<file path="config.mk">
export PLATFORM = sky130hd
export DESIGN_NAME = serial_comparator
export DESIGN_NICKNAME = d
export VERILOG_FILES = /design/src/rtl/serial_comparator.sv
export SDC_FILE = /design/constraint.sdc
export NUM_CORES = 1
export LEC_CHECK = 0
export CORE_ASPECT_RATIO = 0.6
export CORE_MARGIN = 5
export CORE_UTILIZATION = 55
export CTS_CLUSTER_SIZE = 28
export DETAILED_ROUTE_END_ITERATION = 10
export GPL_TIMING_DRIVEN = 0
export PLACE_DENSITY = 0.83
export RECOVER_POWER = 25
export SLEW_MARGIN = 20
export SYNTH_ARGS = -nofsm -noshare
export SYNTH_HDL_FRONTEND = slang
export SYNTH_SLANG_ARGS = --single-unit
</file>
<file path="constraint.sdc">
create_clock -name i_clock -period 3.3 [get_ports i_clock]
set_input_delay 0.33 -clock i_clock [delete_from_list [all_inputs] [get_ports i_clock]]
set_output_delay 0.33 -clock i_clock [all_outputs]
set_load 0.01 [all_outputs]
</file>
<file path="src/rtl/serial_comparator.sv">
// Multi-cycle magnitude comparator: W bits per clock from the MSB chunk down, with unsigned or signed mode.
// Optional macro SERIAL_COMPARATOR_EARLY_EXIT_EN makes RUN end on the first deciding chunk.
module serial_comparator #(
  parameter int N = 16,
  parameter int W = 4
) (
  input  logic         i_clock,
  input  logic         i_reset,
  input  logic         i_start,
  input  logic         i_signed,
  input  logic [N-1:0] i_left,
  input  logic [N-1:0] i_right,
  output logic         o_busy,
  output logic         o_done,
  output logic         o_result_valid,
  output logic         o_greater,
  output logic         o_equal,
  output logic         o_less,
  output logic         o_greater_equal,
  output logic         o_not_equal,
  output logic         o_less_equal
);
  localparam int CHUNKS = N / W;
  localparam int IW     = (CHUNKS > 1) ? $clog2(CHUNKS) : 1;

  typedef enum logic [1:0] {S_IDLE, S_RUN, S_DONE} state_t;

  state_t        r_state;
  logic [N-1:0]  r_left;
  logic [N-1:0]  r_right;
  logic          r_signed;
  logic [IW-1:0] r_index;
  logic          r_decided;
  logic          r_gt;
  logic          r_lt;

  logic [N-1:0]  w_left_adj;
  logic [N-1:0]  w_right_adj;
  logic [W-1:0]  w_lchunk;
  logic [W-1:0]  w_rchunk;
  logic          w_chunk_gt;
  logic          w_chunk_lt;
  logic          w_gt_final;
  logic          w_lt_final;
  logic          w_last;

  // Flipping the sign bit maps two's complement onto offset binary, so an unsigned compare suffices.
  always_comb begin
    w_left_adj          = r_left;
    w_right_adj         = r_right;
    w_left_adj[N-1]     = r_left[N-1] ^ r_signed;
    w_right_adj[N-1]    = r_right[N-1] ^ r_signed;
  end

  assign w_lchunk   = w_left_adj[int'(r_index) * W +: W];
  assign w_rchunk   = w_right_adj[int'(r_index) * W +: W];
  assign w_chunk_gt = (w_lchunk > w_rchunk);
  assign w_chunk_lt = (w_lchunk < w_rchunk);
  assign w_gt_final = r_decided ? r_gt : w_chunk_gt;
  assign w_lt_final = r_decided ? r_lt : w_chunk_lt;

`ifdef SERIAL_COMPARATOR_EARLY_EXIT_EN
  assign w_last = (r_index == '0) || (!r_decided && (w_chunk_gt || w_chunk_lt));
`else
  assign w_last = (r_index == '0);
`endif

  assign o_busy = (r_state == S_RUN);

  always_ff @(posedge i_clock or posedge i_reset) begin
    if (i_reset) begin
      r_state         <= S_IDLE;
      r_left          <= '0;
      r_right         <= '0;
      r_signed        <= 1'b0;
      r_index         <= '0;
      r_decided       <= 1'b0;
      r_gt            <= 1'b0;
      r_lt            <= 1'b0;
      o_done          <= 1'b0;
      o_result_valid  <= 1'b0;
      o_greater       <= 1'b0;
      o_equal         <= 1'b0;
      o_less          <= 1'b0;
      o_greater_equal <= 1'b0;
      o_not_equal     <= 1'b0;
      o_less_equal    <= 1'b0;
    end else begin
      o_done <= 1'b0;
      case (r_state)
        S_IDLE, S_DONE: begin
          if (i_start) begin
            r_left         <= i_left;
            r_right        <= i_right;
            r_signed       <= i_signed;
            r_index        <= IW'(CHUNKS - 1);
            r_decided      <= 1'b0;
            r_gt           <= 1'b0;
            r_lt           <= 1'b0;
            o_result_valid <= 1'b0;
            r_state        <= S_RUN;
          end else begin
            r_state <= S_IDLE;
          end
        end
        S_RUN: begin
          if (!r_decided && (w_chunk_gt || w_chunk_lt)) begin
            r_decided <= 1'b1;
            r_gt      <= w_chunk_gt;
            r_lt      <= w_chunk_lt;
          end
          if (w_last) begin
            r_state         <= S_DONE;
            o_done          <= 1'b1;
            o_result_valid  <= 1'b1;
            o_greater       <= w_gt_final;
            o_less          <= w_lt_final;
            o_equal         <= !(w_gt_final || w_lt_final);
            o_greater_equal <= !w_lt_final;
            o_not_equal     <= w_gt_final || w_lt_final;
            o_less_equal    <= !w_gt_final;
          end else begin
            r_index <= r_index - 1'b1;
          end
        end
        default: r_state <= S_IDLE;
      endcase
    end
  end
endmodule

</file>
==> results of run 1 <==
## routing by layer
layer  share of wire, %  up-vias  GRT usage (%)
li1                   -      836              -
met1                 48      790           27.7
met2                 41       66           28.8
met3                9.0        8           6.85
met5                  0        -              0
met4                1.2        0           6.77
## cells in the mapped netlist
cell / instances / area share (%)
mux4_2: 8 / 8.1
a21oi_1: 3 / 0.68
a32o_1: 1 / 0.45
buf_4: 1 / 0.34
a2111oi_2: 1 / 0.68
nor3b_2: 2 / 1.1
clkbuf_1: 2 / 0.34
a31oi_1: 1 / 0.28
a21oi_2: 1 / 0.39
o211ai_2: 1 / 0.56
or4_4: 1 / 0.51
o21ai_2: 1 / 0.39
nor2_1: 5 / 0.84
nand3b_1: 3 / 1.0
a22o_1: 1 / 0.39
ha_1: 5 / 2.8
o21ai_0: 1 / 0.22
nand3b_4: 1 / 0.90
and4_1: 1 / 0.39
a22oi_1: 1 / 0.34
nand2b_1: 2 / 0.56
dfrtp_1: 48 / 54
buf_2: 7 / 1.6
nor2b_2: 1 / 0.39
a21o_1: 1 / 0.34
inv_2: 3 / 0.51
nand2_1: 107 / 18
xor2_1: 2 / 0.79
nor3_1: 1 / 0.22
or2_1: 1 / 0.28
nor2b_1: 2 / 0.56
nand3_1: 2 / 0.45
and2_1: 1 / 0.28
inv_1: 7 / 1.2
## worst paths after layout
path                                   endpoint  slack, ps       start
worst max-delay path                 r_right[6]        880     i_reset
worst min-delay path                 r_left[12]        480  r_left[12]
worst max register to register  o_greater_equal        900  r_index[1]
worst min register to register       r_left[12]        480  r_left[12]
max in group i_clock            o_greater_equal        900  r_index[1]
min in group asynchronous            r_left[10]        610     i_reset
## report_power, final
| part | leakage [nW] | total, mW | internal, mW | switching [mW] |
|---|---|---|---|---|
| clock network | 0.0410 | 0.322 | 0.144 | 0.178 |
| registers | 0.589 | 1.03 | 0.863 | 0.171 |
| logic | 0.768 | 1.29 | 0.627 | 0.665 |
| total | 1.40 | 2.65 | 1.63 | 1.01 |
## logic make-up after synthesis
group	synth area share [%]
buf+inv	3.94
xor+xnor	0.788
flops	54.0
mux	8.10
simple gates	25.6
fa+ha+maj	2.81
compound gates	4.73
## tightest hold or removal path: stages (launching register included)
cell and delay (ps):
dfrtp_1 340, nand2_1 50, nand2_1 50
## registers in the layout, summed over array words and instances, names as in the netlist
name             flops
o_done               1
o_result_valid       1
o_equal              1
o_greater            1
o_not_equal          1
r_gt                 1
o_less_equal         1
r_right             16
o_greater_equal      1
r_left              16
r_state              2
o_less               1
r_signed             1
r_index              2
r_lt                 1
r_decided            1
## through the flow
step	hold WS (ps)	total power [mW]	setup slack, ps
global placement	454	2.29	910
floorplan	435	1.95	1140
CTS	372	2.67	890
detailed placement	458	2.34	910
finish	476	2.65	877
global route	499	2.88	396
## area by class of cell
| class | count | share of cell area, % |
|---|---|---|
| Buffer | 10 | 1.78 |
| Clock buffer | 6 | 2.59 |
| Clock inverter | 1 | 0.178 |
| Inverter | 10 | 1.34 |
| Multi-Input combinational cell | 158 | 33.3 |
| Sequential cell | 48 | 42.8 |
| Tap cell | 47 | 2.10 |
| Timing Repair Buffer | 45 | 15.8 |
==> impl_metrics.csv, run 1 <==
group,metric,value,unit
run_status,status,"completed",
cts,numCtsBuffers,5,
placed_design,gp_congestion,0.805,
logic_synthesis,syn_area,0.00222,mm^2
route,vias,1700,
global_route,antenna_found_initial,0,
global_route,grt_pass1_wl,8.19,mm
layout,layout_common_cells,"nand2_1, dfrtp_1, clkdlybuf4s50_1",
die,rows,17,
placed_design,dp_hpwl,3.56,mm
cts,root_buffer,"clkbuf_8",
global_route,overflow,0,
route,drt_pre_antenna_iters,4,
placed_design,placed_cells,318,
setup_path,crit_path_end_kind,"asynchronous set/reset pin",
logic_synthesis,synth_nets,267,
layout,stdcell_count,325,
route,post-route-drc-count,0,
layout,fin_util,74.1,%
layout,final_common_cell,"nand2_1",
setup_path,cp.arrival,2580,ps
route,vias_per_cell,5.23,
layout,drive_gt1_share,12.2,%
timing,fin_crit,2420,ps
setup_path,ff2ff_path_depth,7,
logic_synthesis,syn-mean-instance-area,9.84,um^2
die,die_h,59.3,um
setup_path,worstSetupPathType,"in2async",
setup_path,startpoint_type,"primary input",
logic_synthesis,synth_seq_cells,48,
setup_path,crit_required,3450,ps
timing,tightest_slew,1470,ps
layout,multi_input_area,935,um^2
cts,cts_tree,"built",
cts,clock-sinks,48,
cts,post_cts_buffers,0,
logic_synthesis,syn_inst,226,
power,power.density,945,mW/mm^2
setup_path,worstPathMaxFanout,28,
setup_path,cp.buffers_inverters,3,
layout,finish.instance_area,0.00280,mm^2
logic_synthesis,yosysSeqAreaShare,54.0,%
timing,hold_viol,0,
cts,htreeDepth,2,
logic_synthesis,ys_warn_count,0,
die,start_util,58.7,%
power,leakage,1.40,nW
placed_design,place_area,0.00274,mm^2
flow_run,cap_viol_max_count,0,
timing,rsz0062_at_grt,"no",
route,drt_iter0_drc,135,
route,wl_per_cell,14.6,um
setup_path,max_stage_delay,1140,ps
global_route,grt_max_degree,29,
layout,seqCellArea,0.00120,mm^2
cts,ctsResizeCount,0,
timing,slew_viol_final,0,
power,vdd_drop_max,0.410,mV
logic_synthesis,ys_types,34,
global_route,grt_usage,19.7,%
cts,cts.path.max_buffers,2,
timing,tns,0,ps
layout,nets,319,
layout,nFillCells,284,
layout,diodes,0,
min_path,hp-class,"reg2reg",
setup_path,slowest_stage,"clkbuf_1",
route,wl,4.75,mm
layout,area_growth,26.1,%
die,die_area,0.00546,mm^2
timing,min_period_over_period,73.4,%
global_route,first_global_vias,1696,
timing,fmax,0.413,GHz
cts,hold_buffers,0,
min_path,hold-path-cell-count,2,
timing,setup_viol,0,
setup_path,crit_chain,"dlygate4sd3_1 > inv_1 > clkbuf_1",
die,boundaryPins,45,
cts,clock_latency,290,ps
die,fp.coreArea,0.00379,mm^2
setup_path,crit_cells,3,
timing,slew_headroom,1.75,%
die,die_width,92.1,um
setup_path,cp_top_family,"buffers and inverters",
placed_design,port_buffers,44,
cts,cts.clk_slew.worst_paths,70,ps
timing,fin_skew,4.78,ps
route,drtAntennaViolNets,0,
Note: power is estimated with default switching activity, not from simulation.
==> run 2, diff against run 1 <==
- CORE_UTILIZATION: 55 -> 51
- PLACE_DENSITY: 0.83 -> 0.77
- clock period: 3.3 -> 2.5 ns (I/O delays scaled with it)
==> run 2 against run 1 <==
Total power grew 34%. Clock skew is 1.3 ps higher. Sequential power is 32% higher. Combinational power grew 36%. Wire length rose by 1.5%. Register-to-register slack worse by 780 ps. Clock-buffer cell count shrank 1. Die area grew 6.7%. Worst setup slack got worse by 760 ps. Core utilization decreased by 6.2 points. First-iteration DRC count shrank 26%. Largest cell class unchanged. Highest routed layer unchanged.
==> impl_metrics.csv, run 2 (same netlist as run 1, synthesis figures left out) <==
group,metric,value,unit
run_status,status,"completed",
global_route,grt_usage,18.6,%
power,power.density,1260,mW/mm^2
timing,tns,0,ps
cts,root_buffer,"clkbuf_8",
route,wl_per_cell,14.3,um
placed_design,port_buffers,44,
die,die_width,95.2,um
timing,fmax,0.420,GHz
power,leakage,1.40,nW
timing,rsz0062_at_grt,"no",
cts,ctsResizeCount,0,
cts,cts_tree,"built",
setup_path,slowest_stage,"mux4_2",
power,p_comb_share,49.5,%
power,pwr-share-seq,38.2,%
cts,htreeDepth,2,
timing,fin_skew,6.04,ps
setup_path,worstSetupPathType,"reg2reg",
placed_design,gp_congestion,0.765,
route,post-route-drc-count,0,
layout,final_common_cell,"nand2_1",
global_route,grt_max_degree,26,
setup_path,startpoint_type,"flop",
layout,layout_common_cells,"nand2_1, dfrtp_1, clkdlybuf4s50_1",
cts,hold_buffers,0,
setup_path,max_stage_delay,540,ps
cts,clock_latency,300,ps
layout,diodes,0,
route,wl,4.82,mm
route,drtAntennaViolNets,0,
die,die_area,0.00582,mm^2
route,drt_pre_antenna_iters,4,
power,clkPwrFrac,12.3,%
cts,numCtsBuffers,5,
route,vias_per_cell,4.93,
cts,cts.path.max_buffers,2,
setup_path,cp.arrival,2560,ps
placed_design,dp_hpwl,3.64,mm
min_path,hp-class,"in2reg",
timing,fin_crit,2380,ps
power,power_switching,1.38,mW
flow_run,cap_viol_max_count,0,
timing,slew_viol_final,0,
cts,cts.clk_slew.worst_paths,80,ps
global_route,first_global_vias,1705,
timing,setup_slack,118,ps
layout,nets,319,
power,vdd_drop_max,0.567,mV
cts,clock-sinks,48,
timing,slew_headroom,38.5,%
power,internal_power,2.18,mW
setup_path,worstPathMaxFanout,10,
placed_design,pre_cts_slack,34.5,ps
global_route,overflow,0,
timing,setup_viol,0,
setup_path,crit_required,2680,ps
global_route,grt_pass1_wl,8.06,mm
global_route,antenna_found_initial,0,
die,die_h,61.1,um
route,drt_iter0_drc,100,
route,vias,1665,
setup_path,cp_top_family,"compound AO/OA/AOI/OAI gates",
setup_path,crit_chain,"buf_4 > mux4_2 > ha_1 > nor2b_2 > o211ai_2 > a2111oi_2 > nor2_1",
die,rows,18,
setup_path,cp.buffers_inverters,1,
layout,drive_gt1_share,13.3,%
die,boundaryPins,45,
timing,hold_viol,0,
cts,post_cts_buffers,0,
power,switching_share,38.8,%
layout,reg_top3,"r_left: 16 flops, r_right: 16 flops",
setup_path,crit_path_end_kind,"flop",
power,power,3.56,mW
die,fp.coreArea,0.00417,mm^2
timing,min_period_over_period,95.3,%
timing,tightest_slew,921,ps
layout,area_growth,27.2,%
die,start_util,53.4,%
==> run 2: final timing paths <==
check / slack, ps / endpoint / start / depth (start not counted)
min: 470 / r_right[6] / i_right[6] / 3
max in group asynchronous: 790 / r_right[10] / i_reset / 3
max reg2reg: 120 / o_less_equal / r_index[0] / 7
max: 120 / o_less_equal / r_index[0] / 7
min reg2reg: 480 / r_right[10] / r_right[10] / 2
min in group asynchronous: 590 / r_lt / i_reset / 2
==> run 2: per-stage QoR <==
stage          std cells  util, %  area [um^2]  hold WS [ps]
2_1_floorplan        226        -         2220           355
3_3_place_gp         330     65.7         2740           454
3_5_place_dp         331     66.4         2770           460
4_1_cts              338     68.3         2850           333
5_1_grt              338     67.9         2830           455
6_report             338     67.9         2830           467
==> run 2: cell type report <==
cell class / count / area [um^2]
multi-input combinational: 158 / 938
clock buffer: 5 / 68.8
buffer: 10 / 50.0
timing repair buffer: 45 / 445
fill: 326 / 1340
sequential: 48 / 1200
clock inverter: 2 / 12.5
tap: 60 / 75.1
inverter: 10 / 37.5
==> run 2: worst reg2reg max path, delay by kind of cell (launching register included) <==
| family | cells | cell delay, ps |
|---|---|---|
| flops | 1 | 380 |
| mux | 1 | 540 |
| buf+inv | 1 | 230 |
| fa+ha+maj | 1 | 320 |
| compound gates | 2 | 560 |
| simple gates | 2 | 250 |
==> run 2: power by group through the flow <==
stage                     clock, mW  combinational (mW)  sequential [mW]
after floorplan                   0                1.23             1.34
after global placement            0                1.67             1.36
after detailed placement          0                1.74             1.37
after CTS                     0.449                1.74             1.36
after global routing          0.488                1.95             1.40
final                         0.437                1.76             1.36
==> run 2: layer usage <==
layer / wire, um / GRT usage (%)
met1: 2430 / 27.0
met2: 2080 / 27.5
met3: 286 / 6.47
met4: 21 / 3.70
met5: 0 / 0
